<file path="src/rtl/adc_cal_pkg.sv">
// ---------------------------------------------------------------------------
// adc_cal_pkg
// Shared definitions for the ADC IDELAY auto-calibration block:
//   - cal_state_t     : calibration FSM state encoding
//   - CAL_TAP_W       : default IDELAY tap-value width
//   - CAL_DEFAULT_TAP : default tap used after reset and for failed lanes
// ---------------------------------------------------------------------------
package adc_cal_pkg;

    localparam int unsigned CAL_TAP_W       = 5;
    localparam int unsigned CAL_DEFAULT_TAP = 0;

    typedef enum logic [2:0] {
        ST_IDLE,
        ST_LOAD,
        ST_SETTLE,
        ST_CHECK,
        ST_EVAL,
        ST_CENTER,
        ST_NEXT_LANE,
        ST_DONE
    } cal_state_t;

endpackage

</file>
<file path="src/rtl/adc_cal_window_tracker.sv">
// ---------------------------------------------------------------------------
// adc_cal_window_tracker
// Tracks the current run of passing taps and the best (longest, earliest on
// ties) passing window seen during one lane sweep, and derives the centre tap.
// Ports:
//   clk, arst_n   clock / asynchronous active-low reset
//   i_clear       clear all trackers (start of a lane sweep)
//   i_eval        one-cycle strobe: account the result for tap i_tap
//   i_pass        result of the tap being evaluated (1 = no mismatch seen)
//   i_tap         tap value being evaluated
//   o_final_tap   centre of best window, or DEFAULT_TAP when window too short
//   o_win_ok      best window length >= MIN_WIN
// ---------------------------------------------------------------------------
module adc_cal_window_tracker
    import adc_cal_pkg::*;
#(
    parameter int unsigned TAP_W       = CAL_TAP_W,
    parameter int unsigned MIN_WIN     = 3,
    parameter int unsigned DEFAULT_TAP = CAL_DEFAULT_TAP
) (
    input  logic             clk,
    input  logic             arst_n,
    input  logic             i_clear,
    input  logic             i_eval,
    input  logic             i_pass,
    input  logic [TAP_W-1:0] i_tap,
    output logic [TAP_W-1:0] o_final_tap,
    output logic             o_win_ok
);

    localparam logic [TAP_W:0] C_MIN_LEN = (TAP_W+1)'(MIN_WIN);

    // Lengths are one bit wider than taps so a full-range window fits.
    logic [TAP_W-1:0] r_run_start;
    logic [TAP_W:0]   r_run_len;
    logic [TAP_W-1:0] r_best_start;
    logic [TAP_W:0]   r_best_len;

    logic [TAP_W-1:0] w_run_start;
    logic [TAP_W:0]   w_run_len;

    always_comb begin
        w_run_start = (r_run_len == '0) ? i_tap : r_run_start;
        w_run_len   = r_run_len + 1'b1;
    end

    // The best window is promoted while a run grows; a strict '>' keeps the
    // earlier run when a later one only reaches the same length.
    always_ff @(posedge clk or negedge arst_n) begin
        if (!arst_n) begin
            r_run_start  <= '0;
            r_run_len    <= '0;
            r_best_start <= '0;
            r_best_len   <= '0;
        end else if (i_clear) begin
            r_run_start  <= '0;
            r_run_len    <= '0;
            r_best_start <= '0;
            r_best_len   <= '0;
        end else if (i_eval) begin
            if (i_pass) begin
                r_run_start <= w_run_start;
                r_run_len   <= w_run_len;
                if (w_run_len > r_best_len) begin
                    r_best_start <= w_run_start;
                    r_best_len   <= w_run_len;
                end
            end else begin
                r_run_len <= '0;
            end
        end
    end

    // start + floor(len/2) never exceeds the last tap of the window.
    always_comb begin
        o_win_ok    = (r_best_len >= C_MIN_LEN);
        o_final_tap = o_win_ok ? (r_best_start + r_best_len[TAP_W:1])
                               : TAP_W'(DEFAULT_TAP);
    end

endmodule

</file>
<file path="src/rtl/adc_idelay_autocal.sv">
// ---------------------------------------------------------------------------
// adc_idelay_autocal
// Per-lane IDELAY tap sweep against a known training word. Each lane is swept
// over all taps (load, settle, check), the longest passing window is found and
// the lane is loaded with the window centre (or DEFAULT_TAP if too short).
// Ports:
//   clk              ADC divided clock, rising edge
//   arst_n           asynchronous active-low reset
//   cal_start        single-cycle calibration request (ignored while busy)
//   adc_data_i       deserialised words, channel c at slice c
//   idelay_ld        per-lane one-cycle tap load strobe
//   idelay_cntvalue  per-lane tap value (always the lane's last loaded tap)
//   cal_busy         sweep in progress
//   cal_done         calibration finished (sticky until next cal_start)
//   cal_err          at least one lane failed
//   lane_fail        per-lane failure flag
// ---------------------------------------------------------------------------
module adc_idelay_autocal
    import adc_cal_pkg::*;
#(
    parameter int unsigned NUM_CH            = 2,
    parameter int unsigned ADC_DATA_WIDTH    = 8,
    parameter int unsigned PARALLEL_PATH_NUM = 2,
    parameter int unsigned TAP_W             = CAL_TAP_W,
    parameter int unsigned SETTLE_CYC        = 16,
    parameter int unsigned CHECK_LEN         = 64,
    parameter int unsigned MIN_WIN           = 3,
    parameter int unsigned DEFAULT_TAP       = CAL_DEFAULT_TAP,
    parameter logic [ADC_DATA_WIDTH*PARALLEL_PATH_NUM-1:0] TRAIN_PATTERN = 16'h55AA
) (
    input  logic                                               clk,
    input  logic                                               arst_n,
    input  logic                                               cal_start,
    input  logic [NUM_CH*ADC_DATA_WIDTH*PARALLEL_PATH_NUM-1:0] adc_data_i,
    output logic [NUM_CH*ADC_DATA_WIDTH-1:0]                   idelay_ld,
    output logic [NUM_CH*ADC_DATA_WIDTH*TAP_W-1:0]             idelay_cntvalue,
    output logic                                               cal_busy,
    output logic                                               cal_done,
    output logic                                               cal_err,
    output logic [NUM_CH*ADC_DATA_WIDTH-1:0]                   lane_fail
);

    localparam int unsigned NUM_LANES = NUM_CH * ADC_DATA_WIDTH;
    localparam int unsigned WORD_W    = ADC_DATA_WIDTH * PARALLEL_PATH_NUM;
    localparam int unsigned LANE_W    = (NUM_LANES > 1) ? $clog2(NUM_LANES) : 1;
    localparam int unsigned CNT_MAX   = (SETTLE_CYC > CHECK_LEN) ? SETTLE_CYC : CHECK_LEN;
    localparam int unsigned CNT_W     = $clog2(CNT_MAX + 1);

    localparam logic [CNT_W-1:0]  C_SETTLE_LAST = CNT_W'(SETTLE_CYC - 1);
    localparam logic [CNT_W-1:0]  C_CHECK_LAST  = CNT_W'(CHECK_LEN - 1);
    localparam logic [LANE_W-1:0] C_LAST_LANE   = LANE_W'(NUM_LANES - 1);
    localparam logic [TAP_W-1:0]  C_TAP_MAX     = '1;

    cal_state_t        r_state, w_next;
    logic [LANE_W-1:0] r_lane;
    logic [TAP_W-1:0]  r_tap;
    logic [CNT_W-1:0]  r_cnt;
    logic              r_tap_fail;
    logic              r_done;
    logic              r_err;
    logic [NUM_LANES-1:0] r_lane_fail;
    logic [TAP_W-1:0]  r_cntval [NUM_LANES];

    logic [NUM_LANES-1:0] w_lane_err;
    logic              w_clear;
    logic              w_eval;
    logic              w_ld_any;
    logic [TAP_W-1:0]  w_ld_val;
    logic [TAP_W-1:0]  w_final_tap;
    logic              w_win_ok;

    // Lane c*ADC_DATA_WIDTH+b sees bit p*ADC_DATA_WIDTH+b of channel c's word.
    for (genvar c = 0; c < NUM_CH; c++) begin : g_ch
        for (genvar b = 0; b < ADC_DATA_WIDTH; b++) begin : g_bit
            logic [PARALLEL_PATH_NUM-1:0] w_diff;
            for (genvar p = 0; p < PARALLEL_PATH_NUM; p++) begin : g_path
                assign w_diff[p] = adc_data_i[c*WORD_W + p*ADC_DATA_WIDTH + b]
                                 ^ TRAIN_PATTERN[p*ADC_DATA_WIDTH + b];
            end
            assign w_lane_err[c*ADC_DATA_WIDTH + b] = |w_diff;
        end
    end

    always_comb begin
        w_next = r_state;
        case (r_state)
            ST_IDLE:      if (cal_start) w_next = ST_LOAD;
            ST_LOAD:      w_next = ST_SETTLE;
            ST_SETTLE:    if (r_cnt == C_SETTLE_LAST) w_next = ST_CHECK;
            ST_CHECK:     if (r_cnt == C_CHECK_LAST) w_next = ST_EVAL;
            ST_EVAL:      w_next = (r_tap == C_TAP_MAX) ? ST_CENTER : ST_LOAD;
            ST_CENTER:    w_next = ST_NEXT_LANE;
            ST_NEXT_LANE: w_next = (r_lane == C_LAST_LANE) ? ST_DONE : ST_LOAD;
            ST_DONE:      w_next = ST_IDLE;
            default:      w_next = ST_IDLE;
        endcase
    end

    always_comb begin
        w_clear  = ((r_state == ST_IDLE) && cal_start)
                || ((r_state == ST_NEXT_LANE) && (r_lane != C_LAST_LANE));
        w_eval   = (r_state == ST_EVAL);
        w_ld_any = (r_state == ST_LOAD) || (r_state == ST_CENTER);
        w_ld_val = (r_state == ST_LOAD) ? r_tap : w_final_tap;
    end

    adc_cal_window_tracker #(
        .TAP_W       (TAP_W),
        .MIN_WIN     (MIN_WIN),
        .DEFAULT_TAP (DEFAULT_TAP)
    ) u_tracker (
        .clk         (clk),
        .arst_n      (arst_n),
        .i_clear     (w_clear),
        .i_eval      (w_eval),
        .i_pass      (~r_tap_fail),
        .i_tap       (r_tap),
        .o_final_tap (w_final_tap),
        .o_win_ok    (w_win_ok)
    );

    always_ff @(posedge clk or negedge arst_n) begin
        if (!arst_n) r_state <= ST_IDLE;
        else         r_state <= w_next;
    end

    always_ff @(posedge clk or negedge arst_n) begin
        if (!arst_n) begin
            r_lane      <= '0;
            r_tap       <= '0;
            r_cnt       <= '0;
            r_tap_fail  <= 1'b0;
            r_done      <= 1'b0;
            r_err       <= 1'b0;
            r_lane_fail <= '0;
            for (int unsigned l = 0; l < NUM_LANES; l++) r_cntval[l] <= TAP_W'(DEFAULT_TAP);
        end else begin
            if (((r_state == ST_SETTLE) || (r_state == ST_CHECK)) && (w_next == r_state))
                r_cnt <= r_cnt + 1'b1;
            else
                r_cnt <= '0;

            case (r_state)
                ST_IDLE: begin
                    if (cal_start) begin
                        r_lane <= '0;
                        r_tap  <= '0;
                        r_done <= 1'b0;
                        r_err  <= 1'b0;
                    end
                end
                ST_LOAD: begin
                    r_tap_fail       <= 1'b0;
                    r_cntval[r_lane] <= r_tap;
                end
                ST_CHECK: begin
                    if (w_lane_err[r_lane]) r_tap_fail <= 1'b1;
                end
                ST_EVAL: begin
                    if (r_tap != C_TAP_MAX) r_tap <= r_tap + 1'b1;
                end
                ST_CENTER: begin
                    r_cntval[r_lane]    <= w_final_tap;
                    r_lane_fail[r_lane] <= ~w_win_ok;
                end
                ST_NEXT_LANE: begin
                    if (r_lane == C_LAST_LANE) begin
                        // Flags rise as DONE is entered so they are visible in DONE.
                        r_done <= 1'b1;
                        r_err  <= |r_lane_fail;
                    end else begin
                        r_lane <= r_lane + 1'b1;
                        r_tap  <= '0;
                    end
                end
                default: ;
            endcase
        end
    end

    // The tap being loaded is presented together with its strobe; afterwards
    // the lane shows the value held in r_cntval.
    always_comb begin
        idelay_ld       = '0;
        idelay_cntvalue = '0;
        if (w_ld_any) idelay_ld[r_lane] = 1'b1;
        for (int unsigned l = 0; l < NUM_LANES; l++) begin
            idelay_cntvalue[l*TAP_W +: TAP_W] =
                (w_ld_any && (r_lane == LANE_W'(l))) ? w_ld_val : r_cntval[l];
        end
    end

    assign cal_busy  = (r_state != ST_IDLE) && (r_state != ST_DONE);
    assign cal_done  = r_done;
    assign cal_err   = r_err;
    assign lane_fail = r_lane_fail;

endmodule
</file>
<file path="config.mk">
export PLATFORM = sky130hd
export DESIGN_NAME = adc_idelay_autocal
export DESIGN_NICKNAME = d
export VERILOG_FILES = /design/src/rtl/adc_cal_pkg.sv /design/src/rtl/adc_cal_window_tracker.sv /design/src/rtl/adc_idelay_autocal.sv
export SDC_FILE = /design/constraint.sdc
export NUM_CORES = 1
export LEC_CHECK = 0
export ABC_AREA = 1
export CAP_MARGIN = 30
export CORE_UTILIZATION = 47
export CTS_CLUSTER_DIAMETER = 100
export DETAILED_ROUTE_END_ITERATION = 12
export MAX_ROUTING_LAYER = met4
export PLACE_DENSITY = 0.84
export REMOVE_ABC_BUFFERS = 1
export SLEW_MARGIN = 20
export SYNTH_ARGS = -nofsm -noshare
export SYNTH_HDL_FRONTEND = slang
export SYNTH_HIERARCHICAL = 1
export SYNTH_SLANG_ARGS = --single-unit
</file>
<file path="constraint.sdc">
create_clock -name clk -period 2.6 [get_ports clk]
set_clock_uncertainty 0.05 [all_clocks]
set_input_delay 0.65 -clock clk [delete_from_list [all_inputs] [get_ports clk]]
set_output_delay 0.65 -clock clk [all_outputs]
set_load 0.01 [all_outputs]
</file>
==> metrics, run 1 <==
Max FO, Critical Path 5; Fmax 0.278 GHz; Worst Setup Start Kind register; TritonRoute pass-1 iters 9; Vias/cell 6.29; Die ar. 0.0166 sq mm; Inst Count DP 1362; largest net degree at the start of global routing 55; minimum clock period 3.60 ns; YS warnings 6; Num CTS Buffers 17; final net count 1341; fin crit share 138%; clk root buf clkbuf_16; VDD IR max 0.000515 V; num ports 150; final hold violation count 0; drt initial violations 1376; drt wl/cell 25.9 um; vias in the first global route 8564; WP data required 1.90 ns; Synth area leaders dfrtp_1 46%, nand2_1 15%, o21ai_0 6.5%; setup total negative slack -61.50 ns; CP endpoint idelay_cntvalue[29]; Clock Pin Slew Worst Setup and Hold Paths 0.06 ns; Leakage 6.90 nW; Final Core Density 79.3%; initial antenna violation count 2; CP peak stage delay 0.45 ns; PortBufs 149; Setup crit start u_tracker/r_best_len[1]$_DFFE_PN0P_; worst hold path class in -> async; mean post-synth cell area 8.24 sq um; clk_lat worst skew 0.45 ns; register area share after synthesis 46.2%; Cells after Synth 920; pwr dens 526 mW/mm^2; cell area after layout 0.0125 sq mm; gr usage total 36.4%; grt total ovfl 0; Final HPWL DP 15.0 mm; die width 129 um; WS Path Type reg -> out; Max Cap Violations 0; Die Y 129 um; H-tree levels 4; Synth area leader dfrtp_1; share of the synthesized area in the top cell type 46.2%; Crit. End Element output port; Reg2Reg Depth 14; Max Root-Sink Buffers 2; status finished with violations; Via Count 9549; RR Startpoint u_tracker/r_best_len[1]$_DFFE_PN0P_; gpl congestion 0.865; Post-Syn Area 0.00758 sq mm; CP cell instances ha_4 -> fa_2 -> nand2_2 -> nand2_2 -> a21oi_2 -> nand2_1 -> nand2_1 -> nor2_1 -> nand2_1 -> nand2_4 -> buf_12 -> buf_12 -> mux2_4 -> buf_6; Hold Buf Count CTS 0; final setup vio count 98; Worst slew margin 12.1%; Core Box Area 0.0158 sq mm; worst setup margin -1.00 ns; crit path DAT 2.90 ns; r2r setup slk -0.06 ns; Worst path slowest cell dfrtp_1; setup repair after global routing missed its margin true; CTS tree done; terminus of the critical flop-to-flop path r_cntval[34]$_DFFE_PN0P_; Cell Rows 46; CTS sink cnt 140; Initial Util 47.9%; Netlist cell types 42; failing checks negative setup slack; Layout Cells excl Fill 1517; first-pass GRT wire length 44.4 mm; Area growth, synth to finish 65.4%; DRT antenna net count 0; Top cell by count, worst path nand2_1; DRC 0; flops & latches, synth 140; placed cell areas 0.0100 sq mm; layout cell share with drive strength beyond 1 42.9%; final slew viol count 0; Total Routed Length 39.3 mm; Worst-Margin Slew 1.31 ns
## report_power, final
| group | switching [mW] | leakage, nW | internal, mW |
|---|---|---|---|
| logic | 0.977 | 4.67 | 0.689 |
| clock network | 1.04 | 0.291 | 1.56 |
| registers | 0.0710 | 1.94 | 2.26 |
| total | 2.08 | 6.90 | 4.51 |
## critical path: cells and delay by family (launching register included)
family / cells / cell delay [ns]
simple gates: 7 / 0.55
fa+ha+maj: 2 / 0.61
flops: 1 / 0.45
buf+inv: 3 / 0.40
mux: 1 / 0.26
compound gates: 1 / 0.17
## worst min-delay path by stage
stage                                   from                       end  cells past startpoint
finish                                arst_n  r_cntval[20]$_DFFE_PN0P_                      1
global placement          r_cnt[0]$_DFF_PN0_        r_cnt[0]$_DFF_PN0_                      1
global route                          arst_n  r_cntval[20]$_DFFE_PN0P_                      1
detailed placement  r_cntval[15]$_DFFE_PN0P_  r_cntval[15]$_DFFE_PN0P_                      2
floorplan                             arst_n      cal_done$_DFFE_PN0P_                      0
CTS                                   arst_n  r_cntval[23]$_DFFE_PN0P_                      1
## layout by cell type (no fill, tap or decap), types with 6 or more instances in the layout
cell / instances
mux2_2: 18
nand2_2: 37
inv_2: 9
xor2_1: 6
o21ai_1: 18
clkdlybuf4s50_1: 51
buf_6: 76
buf_2: 50
dfrtp_1: 137
a21oi_1: 9
nor2_1: 49
nor4_4: 8
o21ai_0: 67
clkbuf_16: 19
buf_4: 152
inv_1: 92
a31oi_1: 7
mux2_4: 11
o21ai_2: 19
nand2_1: 229
nand2_4: 44
nor2_2: 14
ha_1: 12
buf_8: 8
buf_12: 20
ha_4: 7
nor2_4: 9
nand3_1: 35
nand3b_1: 6
o21ai_4: 6
## synth_stat cells
cell type  count
or2_2          1
nor3_1         2
nand3b_1       6
o2111ai_1      1
nand4_1        5
buf_12         1
nor3_4         1
clkbuf_1       1
xnor2_1        2
fa_1           1
mux2_1         1
and2_1         1
nor2_4         6
ha_1          19
nor4_1         2
a41oi_1        1
xor2_1         6
nor4_4         8
nand2_1      306
clkinv_1       2
o21ai_2        5
inv_1        104
a21oi_1       10
nor2_2         9
buf_2          9
o22ai_1        1
or2_1          1
nand3_2        2
mux2_2        29
nor2_8         2
inv_4          1
nand2_2        5
buf_1          1
buf_4          6
dfrtp_1      140
o21ai_1        5
nor2_1        57
nand3_1       39
buf_6         10
a31oi_1        8
o21ai_0       98
inv_2          5
## kinds of logic (layout without fill, tap and decap cells)
logic type	after synthesis	after routing	synth area share, %
muxes	30	30	4.46
DFF	140	140	46.2
xor gates and xnor gates	8	8	0.924
AOI/OAI and AO/OA	129	131	9.01
other	0	2	0
adders and majority gates	20	20	3.40
and+or+nand+nor	453	453	27.4
buffers and inverters	140	517	8.61
## through the flow
stage / power (mW) / hold WS (ns) / setup slack (ns)
after CTS: 6.23 / 0.0852 / -0.710
after global routing: 6.73 / 0.0837 / -1.04
after global placement: 3.40 / 0.402 / -0.556
after detailed placement: 3.43 / 0.410 / -0.646
final: 6.59 / 0.0573 / -1.00
after floorplan: 2.89 / 0.304 / -0.154
## timing repair
item | 4_1_cts | 5_1_grt
gates cloned | 5 | 2
endpoints found under the setup margin | 97 | 102
resized for setup | 584 | 165
pin swaps | 34 | 21
setup buffers | 78 | 43
## per-layer routing
layer  share of wire (%)  GRT usage [%]  wire length [um]
met4                  12           23.6              4770
met2                  43           61.1             17000
met1                  31           38.4             12300
met5                   0              -                 0
met3                  13           8.92              5220
## registers in the layout, indices dropped and copies added (netlist names), 3 cells and up
| name | flops |
|---|---|
| r_cntval | 80 |
| lane_fail | 16 |
| r_cnt | 7 |
| u_tracker/r_best_len | 6 |
| u_tracker/r_run_len | 6 |
| r_tap | 5 |
| u_tracker/r_best_start | 5 |
| u_tracker/r_run_start | 5 |
| r_lane | 4 |
| r_state | 3 |
## layout make-up
cell class	count	area [sq um]
Antenna cell	2	5.00
Clock buffer	22	464
Clock inverter	10	138
Fill cell	796	3280
Inverter	112	492
Multi-Input combinational cell	642	4190
Sequential cell	140	3510
Tap cell	216	270
Timing Repair Buffer	373	3470
(Power assumes the default switching activity.)
==> run 2: changes to the inputs <==
==> constraint.sdc (replaced) <==
create_clock -name clk -period 2.6 [get_ports clk]
set_clock_uncertainty 0.05 [all_clocks]
set_input_delay 0.39 -clock clk [delete_from_list [all_inputs] [get_ports clk]]
set_output_delay 0.39 -clock clk [all_outputs]
set_load 0.01 [all_outputs]
==> run 2 against run 1 <==
Net effect:
- the flow still finishes with violations (negative setup slack)
- die area is the same
- hold slack better by 0.33 ns
- sequential power about the same
- utilization decreased by 4.5 points
- sequential share of layout area increased by 1.7 points
- routed wire length is 15% lower
- flip-flop and latch count did not move
- critical path type unchanged
==> metrics, run 2 (synthesized netlist as in run 1, its figures left out) <==
pwr dens 537 mW/mm^2 (+2.1%); Cell Rows 46 (unchanged); setup repair after global routing missed its margin true; Worst slew margin 56.1% (+44 points); final setup vio count 82 (-16%); Net Switching 2.04 mW (-2.0%); Worst Setup Start Kind register; Area growth, synth to finish 56.0%; Fmax 0.298 GHz (+7.3%); Leakage 6.45 nW (-6.5%); PortBufs 149 (unchanged); met1 Use GR 36.8% (-1.6 points); minimum clock period 3.35 ns (-0.245 ns); DRC 0 (unchanged); Internal 4.31 mW (-4.5%); crit path DAT 2.91 ns (about the same); Die ar. 0.0166 sq mm (unchanged); status finished with violations; placed cell areas 0.00968 sq mm (-3.5%); Initial Util 47.9% (unchanged); Clock Pin Slew Worst Setup and Hold Paths 0.07 ns (about the same); gpl congestion 0.913 (+5.5%); gr usage total 34.2% (-2.2 points); final slew viol count 0 (unchanged); clk root buf clkbuf_16; Max FO, Critical Path 6 (+1); num ports 150 (unchanged); final hold violation count 0 (unchanged); most frequent cells in the layout 231 x nand2_1, 136 x dfrtp_1, 105 x buf_4; worst hold path class in -> async; VDD IR max 0.000492 V (-4.5%); Max Cap Violations 0 (unchanged); initial antenna violation count 2 (unchanged); failing checks negative setup slack; Num CTS Buffers 17 (unchanged); WP data required 2.16 ns (+0.26 ns); vias in the first global route 8036 (-6.2%); drt wl/cell 22.8 um (-12%); Crit. End Element output port; DRT antenna net count 0 (unchanged); Worst-Margin Slew 0.657 ns (-0.648 ns); final net count 1285 (-4.2%); Comb pwr share 23.9% (-1.4 points); grt total ovfl 0 (unchanged); CTS sink cnt 140 (unchanged); Max Root-Sink Buffers 2 (unchanged); first-pass GRT wire length 41.6 mm (-6.2%); Vias/cell 6.04 (-4.1%); largest net degree at the start of global routing 56 (+1.8%); Final Core Density 74.7% (-4.5 points); worst setup margin -0.755 ns (+0.245 ns); CTS tree done; fin crit share 129% (-9.4 points); Flop pwr share 36.8% (+1.4 points); Core Box Area 0.0158 sq mm (unchanged); max reg flops 80 (unchanged); H-tree levels 4 (unchanged); switching share of power 32.2% (+0.56 points); Final HPWL DP 14.6 mm (-2.8%); clk_lat worst skew 0.46 ns (about the same); Via Count 8818 (-7.7%); WS Path Type reg -> out; TritonRoute pass-1 iters 6 (-3); most flop-heavy register r_cntval; cell area after layout 0.0118 sq mm (-5.7%); drt initial violations 1188 (-14%); most common cell after layout, fill and taps aside nand2_1; die width 129 um (unchanged); routing usage on met2 56.8% (-4.3 points); Clock Power Share 39.3% (about the same); Die Y 129 um (unchanged); met3 Use GR 8.01% (-0.91 points); layout cell share with drive strength beyond 1 39.3% (-3.6 points); Total Routed Length 33.3 mm (-15%); busiest grt layer met2
-- run 2: cell types whose count changed in the layout (fill, tap and decap cells not counted), sizes merged, moves of 2 or more --
cell	delta
clkinvlp	+5
clkdlybuf4s15	-7
dlygate4sd2	+11
dlymetal6s2s	+3
clkbuf	-3
clkdlybuf4s50	+2
buf	-64
-- run 2: area by class of cell --
cell class	count	area, sq um
Timing Repair Buffer	318	2930
Multi-Input combinational cell	641	4080
Sequential cell	140	3510
Tap cell	216	270
Fill cell	900	4000
Clock inverter	13	143
Clock buffer	19	443
Inverter	112	448
Antenna cell	2	5.00
-- run 2: metrics by stage --
step	hold slack, ns	std cells	power (mW)	worst slack [ns]	TNS (ns)
2_1_floorplan	0.0444	892	2.89	0.106	0
3_3_place_gp	0.281	1317	3.33	-0.301	-10.65
3_5_place_dp	0.277	1317	3.36	-0.388	-14.05
4_1_cts	0.402	1432	6.02	-0.435	-17.64
5_1_grt	0.428	1461	6.52	-0.905	-37.64
6_report	0.384	1461	6.35	-0.755	-36.36
-- run 2: layer usage --
layer,part of all wire (%),vias to the layer above
met2,46,819
li1,-,3562
met3,11,337
met4,9.0,0
met5,0,-
met1,34,4100
-- run 2: power by group through the flow --
| stage | Combinational (mW) | Clock, mW | Sequential, mW |
|---|---|---|---|
| after floorplan | 0.539 | 0 | 2.35 |
| after global placement | 0.981 | 0 | 2.35 |
| after detailed placement | 1.01 | 0 | 2.36 |
| after CTS | 1.29 | 2.41 | 2.32 |
| after global routing | 1.60 | 2.59 | 2.34 |
| final | 1.52 | 2.50 | 2.34 |
-- run 2: worst paths after layout --
kind	start	endpoint	slack, ns	depth (start not counted)
worst min-delay path	arst_n	r_cntval[25]$_DFFE_PN0P_	0.38	2
max in group asynchronous	arst_n	r_cntval[43]$_DFFE_PN0P_	1.37	3
worst max-delay path	u_tracker/r_best_len[1]$_DFFE_PN0P_	idelay_cntvalue[24]	-0.75	14
worst max register to register	u_tracker/r_best_len[2]$_DFFE_PN0P_	r_cntval[13]$_DFFE_PN0P_	-0.36	21
worst min register to register	r_cnt[0]$_DFF_PN0_	r_cnt[0]$_DFF_PN0_	0.41	1
min in group clk	r_cnt[0]$_DFF_PN0_	r_cnt[0]$_DFF_PN0_	0.41	1
-- run 2: worst max-delay path: stages (launching register included) --
cell and delay [ns]:
dfrtp_1 0.44, ha_4 0.20, fa_2 0.37, nand2_2 0.12, nand2_2 0.06, a21oi_2 0.15
nor2_1 0.08, nor2_2 0.16, nand2_2 0.14, nand2_4 0.14, buf_12 0.14, buf_4 0.12
nand2_2 0.08, o21ai_2 0.10, buf_2 0.16
-- run 2: timing repair --
item,CTS,global route
pin swaps,39,27
setup buffers,80,29
endpoints found under the hold margin,39,0
gates resized for setup,492,162
endpoints found under the setup margin,95,86
hold buffers,1,0
cloned,3,0
